===== config.mk =====
export PLATFORM = sky130hd
export DESIGN_NAME = fetch_unit
export DESIGN_NICKNAME = d
export VERILOG_FILES = /design/src/rtl/fetch_unit.sv
export SDC_FILE = /design/constraint.sdc
export NUM_CORES = 1
export LEC_CHECK = 0
export BUFFER_PORTS_ARGS = -buffer_cell sky130_fd_sc_hd__buf_2
export CAP_MARGIN = 15
export CORE_UTILIZATION = 50
export DETAILED_ROUTE_END_ITERATION = 10
export PLACE_DENSITY = 0.73
export SYNTH_ARGS = -nofsm -noshare
export SYNTH_HDL_FRONTEND = slang
export SYNTH_SLANG_ARGS = --single-unit

===== constraint.sdc =====
create_clock -name clk -period 16.8 [get_ports clk]
set_input_delay 1.68 -clock clk [delete_from_list [all_inputs] [get_ports clk]]
set_output_delay 1.68 -clock clk [all_outputs]
set_load 0.05 [all_outputs]

===== src/rtl/fetch_unit.sv =====
// Instruction fetch front end: one outstanding memory request, an output register
// for the decode stage, and a one-entry skid buffer that absorbs a response arriving under stall.
module fetch_unit #(
    parameter logic [31:0] RESET_PC = 32'h0000_0000
) (
    input  logic        clk,
    input  logic        rst,
    input  logic        stall_i,
    input  logic        flush_i,
    input  logic [31:0] redirect_pc_i,
    output logic        imem_req_o,
    output logic [31:0] imem_addr_o,
    input  logic        imem_ack_i,
    input  logic [31:0] imem_rdata_i,
    output logic        fetch_valid_o,
    output logic [31:0] fetch_instr_o,
    output logic [31:0] fetch_pc_o,
    output logic [4:0]  fetch_rs1_o,
    output logic [4:0]  fetch_rs2_o
);

    typedef enum logic [1:0] {
        S_IDLE,
        S_WAIT,
        S_DROP
    } state_t;

    function automatic logic [31:0] word_align(input logic [31:0] a);
        return {a[31:2], 2'b00};
    endfunction

    state_t      state, state_nxt;
    logic [31:0] next_pc;
    logic [31:0] req_addr;

    logic        vld_p1;
    logic [31:0] instr_p1;
    logic [31:0] pc_p1;

    logic        skid_vld;
    logic [31:0] skid_instr;
    logic [31:0] skid_pc;

    logic        advance;
    logic        issue;
    logic        redirect;
    logic        out_from_mem;
    logic        out_from_skid;
    logic        out_clear;
    logic        skid_fill;
    logic        skid_clear;

    // stall only matters when the output register holds something
    assign advance = vld_p1 && !stall_i;

    always_ff @(posedge clk or posedge rst) begin
        if (rst) begin
            state <= S_IDLE;
        end else begin
            state <= state_nxt;
        end
    end

    always_comb begin
        state_nxt     = state;
        issue         = 1'b0;
        redirect      = 1'b0;
        out_from_mem  = 1'b0;
        out_from_skid = 1'b0;
        out_clear     = 1'b0;
        skid_fill     = 1'b0;
        skid_clear    = 1'b0;
        if (flush_i) begin
            redirect   = 1'b1;
            out_clear  = 1'b1;
            skid_clear = 1'b1;
            if (state == S_WAIT) begin
                state_nxt = imem_ack_i ? S_IDLE : S_DROP;
            end
        end else begin
            case (state)
                S_IDLE: begin
                    if (!skid_vld) begin
                        issue     = 1'b1;
                        state_nxt = S_WAIT;
                    end
                end
                S_WAIT: begin
                    if (imem_ack_i) begin
                        if (!vld_p1 || advance) begin
                            out_from_mem = 1'b1;
                            issue        = 1'b1;
                        end else begin
                            skid_fill = 1'b1;
                            state_nxt = S_IDLE;
                        end
                    end
                end
                S_DROP: begin
                    if (imem_ack_i) begin
                        state_nxt = S_IDLE;
                    end
                end
                default: state_nxt = S_IDLE;
            endcase
            // a consumed output is refilled from the skid entry, or emptied
            if (advance && !out_from_mem) begin
                if (skid_vld) begin
                    out_from_skid = 1'b1;
                    skid_clear    = 1'b1;
                end else begin
                    out_clear = 1'b1;
                end
            end
        end
    end

    // ---- request address / next-fetch PC ----
    always_ff @(posedge clk or posedge rst) begin
        if (rst) begin
            next_pc  <= word_align(RESET_PC);
            req_addr <= word_align(RESET_PC);
        end else if (redirect) begin
            next_pc <= word_align(redirect_pc_i);
        end else if (issue) begin
            req_addr <= next_pc;
            next_pc  <= next_pc + 32'd4;
        end
    end

    // ---- output register (p1) ----
    always_ff @(posedge clk or posedge rst) begin
        if (rst) begin
            vld_p1   <= 1'b0;
            instr_p1 <= '0;
            pc_p1    <= '0;
        end else if (out_clear) begin
            vld_p1 <= 1'b0;
        end else if (out_from_mem) begin
            vld_p1   <= 1'b1;
            instr_p1 <= imem_rdata_i;
            pc_p1    <= req_addr;
        end else if (out_from_skid) begin
            vld_p1   <= 1'b1;
            instr_p1 <= skid_instr;
            pc_p1    <= skid_pc;
        end
    end

    // ---- skid buffer ----
    always_ff @(posedge clk or posedge rst) begin
        if (rst) begin
            skid_vld   <= 1'b0;
            skid_instr <= '0;
            skid_pc    <= '0;
        end else if (skid_clear) begin
            skid_vld <= 1'b0;
        end else if (skid_fill) begin
            skid_vld   <= 1'b1;
            skid_instr <= imem_rdata_i;
            skid_pc    <= req_addr;
        end
    end

    assign imem_req_o    = (state != S_IDLE);
    assign imem_addr_o   = req_addr;
    assign fetch_valid_o = vld_p1;
    assign fetch_instr_o = instr_p1;
    assign fetch_pc_o    = pc_p1;
    assign fetch_rs1_o   = instr_p1[19:15];
    assign fetch_rs2_o   = instr_p1[24:20];

endmodule

==> flow_metrics.tcl <==
set metrics [dict create \
    worst_clock_skew_ns 0.01010 \
    cts_buffer_depth 2 \
    clk_latency_ns 0.42 \
    pin_count 177 \
    r2r_slack_ns 14.09 \
    fmax_ghz 0.2705 \
    dominantRegCellSynth "dfrtp_1" \
    die_y_microns 131.6 \
    diodes 0 \
    synthToLayoutAreaGrowth_pct 18.15 \
    fillers 1395 \
    instances_no_fill 1085 \
    place_hpwl_microns 11220 \
    synth_edf_count 0 \
    ys_warn_count 0 \
    arrival_ns 3.99 \
    synth_seq_cells 188 \
    synthMuxAreaShare_pct 20.25 \
    initial_utilization_pct 51.00 \
    rsz0062_at_grt "no" \
    peakVddDrop_v 0.0001151 \
    final_layout_size_suffix_gt1_share_pct 36.42 \
    synth.avg_cell_area_sq_um 11.83 \
    ctsResizeCount 0 \
    cts_tree "built" \
    seq_power_share_pct 35.9 \
    synth_xor_area_share_pct 2.921 \
    leakage_nw 4.977 \
    tightest_slew_ns 1.150 \
    clockPowerShare_pct 20.1 \
    viasPerCell 5.374 \
    drt_first_iter_violations 360 \
    routed_wl_microns 17450 \
    cts.sinks 188 \
    final_max_slew_viol_count 0 \
    nets 923 \
    synth_top_family_by_area "multiplexers" \
    synth_fa_ha_area_share_pct 0.1490 \
    hold_buffers 0 \
    cp_max_fo 62 \
    antenna_found_initial 0 \
    p_int_w 0.001081 \
    endpoint_kind "flip-flop" \
    synth_compound_area_share_pct 6.348 \
    max_cap_violations 0 \
    cts_buffers 17 \
    grt_pass1_wl_microns 29220 \
    fin_area_sq_mm 0.009921 \
    period_minus_slack_ns 3.697 \
    syn-instance-count 710 \
    status "complete, no violations" \
    pwr-share-comb_pct 44.0 \
    whs_ns 0.4842 \
    crit_path_start_kind "primary input" \
    maxSlewHeadroom_pct 23.33 \
    rows 47 \
    worst-setup-path-type "in -> reg" \
    synth.yosys.seq_area_share_pct 56.03 \
    ant_nets 0 \
    dpl.cell_count 1053 \
    fin_crit_sh_pct 22.00 \
    core_region_area_sq_mm 0.01647 \
    hold_path_class "reg -> reg" \
    grt_max_degree 124 \
    path_clk_slew_ns 0.06 \
    p_switching_w 0.0009368 \
    grt_pass1_vias 5573 \
    tns_ns 0 \
    h-tree-depth 4 \
    wl_per_cell_microns 16.08 \
    place_area_sq_mm 0.009293 \
    finalSetupViolCount 0 \
    dr_total_vias 5831 \
    die-width_microns 131.6 \
    grt_overflow 0 \
    post-cts-setup-buffer-count 0 \
    async_flop_share_pct 100.0 \
    hold_violations 0 \
    powerDensity_mw_per_mm2 203.4 \
    drc 0 \
    io_buffers 170 \
    switching_share_pct 46.43 \
    synth-simple-area-share_pct 10.24 \
    syn_area_sq_mm 0.008397 \
    synth_cell_types 46 \
    grt.total_usage_pct 21.30 \
    dr.pass1.iters 4 \
    cts_root_buf "clkbuf_16" \
    gp_congestion 0.8281 \
    crit_required_ns 17.09 \
    die-area_sq_mm 0.01732 \
]
-- final timing paths --
check | to | cells after the start | startpoint
worst max register to register | fetch_pc_o[6]$_DFFE_PP0P_ | 5 | state[1]$_DFFE_PP0P_
min in group asynchronous | fetch_instr_o[6]$_DFFE_PP0P_ | 2 | rst
worst min-delay path | skid_instr[26]$_DFFE_PP0P_ | 1 | skid_instr[26]$_DFFE_PP0P_
worst min register to register | skid_instr[26]$_DFFE_PP0P_ | 1 | skid_instr[26]$_DFFE_PP0P_
worst max-delay path | fetch_pc_o[6]$_DFFE_PP0P_ | 5 | flush_i
max in group asynchronous | fetch_pc_o[13]$_DFFE_PP0P_ | 3 | rst
-- Yosys cell counts (8+ instances only) --
cell,number,area (sq um)
dfrtp_1,188,4705
nor4_1,8,50.05
xnor2_1,18,157.7
nand2_1,39,146.4
xor2_1,10,87.58
o21ai_0,28,140.1
clkbuf_1,17,63.81
mux2_2,91,1025
mux2i_1,63,630.6
nand4_1,16,100.1
nor2_1,69,259.0
buf_2,17,85.08
buf_4,18,135.1
a21oi_1,66,330.3
-- power groups by stage --
stage               combinational, W  clock (W)  sequential (W)
finish                      0.000887   0.000405        0.000725
global route                0.000935   0.000432        0.000749
CTS                         0.000893   0.000415        0.000726
detailed placement          0.000889          0        0.000734
global placement            0.000878          0        0.000726
floorplan                   0.000322          0         0.00110
-- placed cells by master, fill, tap and decap left out, drive strengths merged, types with 2 or more instances in the layout --
cell type and instances:
nand4b 2, a21oi 66, clkinv 5, nand3 10, clkinvlp 4, nor4 8, bufinv 3, nand4 17
and3 2, o21ai 29, mux2 95, nor2 70, inv 5, a31oi 2, conb 4, dfrtp 188
nand2 39, mux2i 63, xor2 10, or3 2, and2 2, xnor2 18, clkbuf 20, nor3b 3
buf 177, nor3 10
-- critical path, cell delays in order --
cell     delay (ns)
buf_2          0.74
or3_4          0.26
buf_4          0.84
mux2i_1        0.31
a21oi_1        0.09
-- layer usage --
layer | track usage, % | vias up | wire [microns]
li1 | - | 2771 | -
met1 | 30.89 | 2881 | 8321
met2 | 32.83 | 167 | 8209
met3 | 3.781 | 12 | 756
met4 | 6.008 | 0 | 164
met5 | 0 | - | 0
-- state kept, by name, indices dropped and copies added, names as in the netlist --
| name | flops |
|---|---|
| skid_vld | 1 |
| fetch_instr_o | 32 |
| next_pc | 30 |
| fetch_pc_o | 30 |
| imem_addr_o | 30 |
| skid_instr | 32 |
| state | 2 |
| fetch_valid_o | 1 |
| skid_pc | 30 |
-- cell type report --
class | count | area (sq um) | area share, %
Sequential cell | 188 | 4705 | 47.42
Multi-Input combinational cell | 463 | 3390 | 34.17
Timing Repair Buffer | 177 | 923.4 | 9.308
Clock buffer | 20 | 456.7 | 4.603
Tap cell | 220 | 275.3 | 2.775
Clock inverter | 11 | 143.9 | 1.450
Inverter | 6 | 27.53 | 0.2775
-- stage by stage --
stage	setup WS (ns)	utilization [%]	total power, W
2_1_floorplan	10.01	-	0.001421
3_3_place_gp	12.65	56.44	0.001604
3_5_place_dp	12.63	56.44	0.001623
4_1_cts	13.07	60.08	0.002034
5_1_grt	12.91	60.25	0.002115
6_report	13.10	60.25	0.002018
-- cell families (layout without fill, tap and decap cells) --
group / count (synthesis) / in the layout
multiplexers: 158 / 158
AO/OA/AOI/OAI: 102 / 102
AND/OR/NAND/NOR: 170 / 170
flip-flops: 188 / 188
buffers and inverters: 62 / 214
XOR/XNOR: 28 / 28
adder cells (fa/ha/maj): 1 / 1
other: 1 / 4
Power figures use the tool's default switching activity.
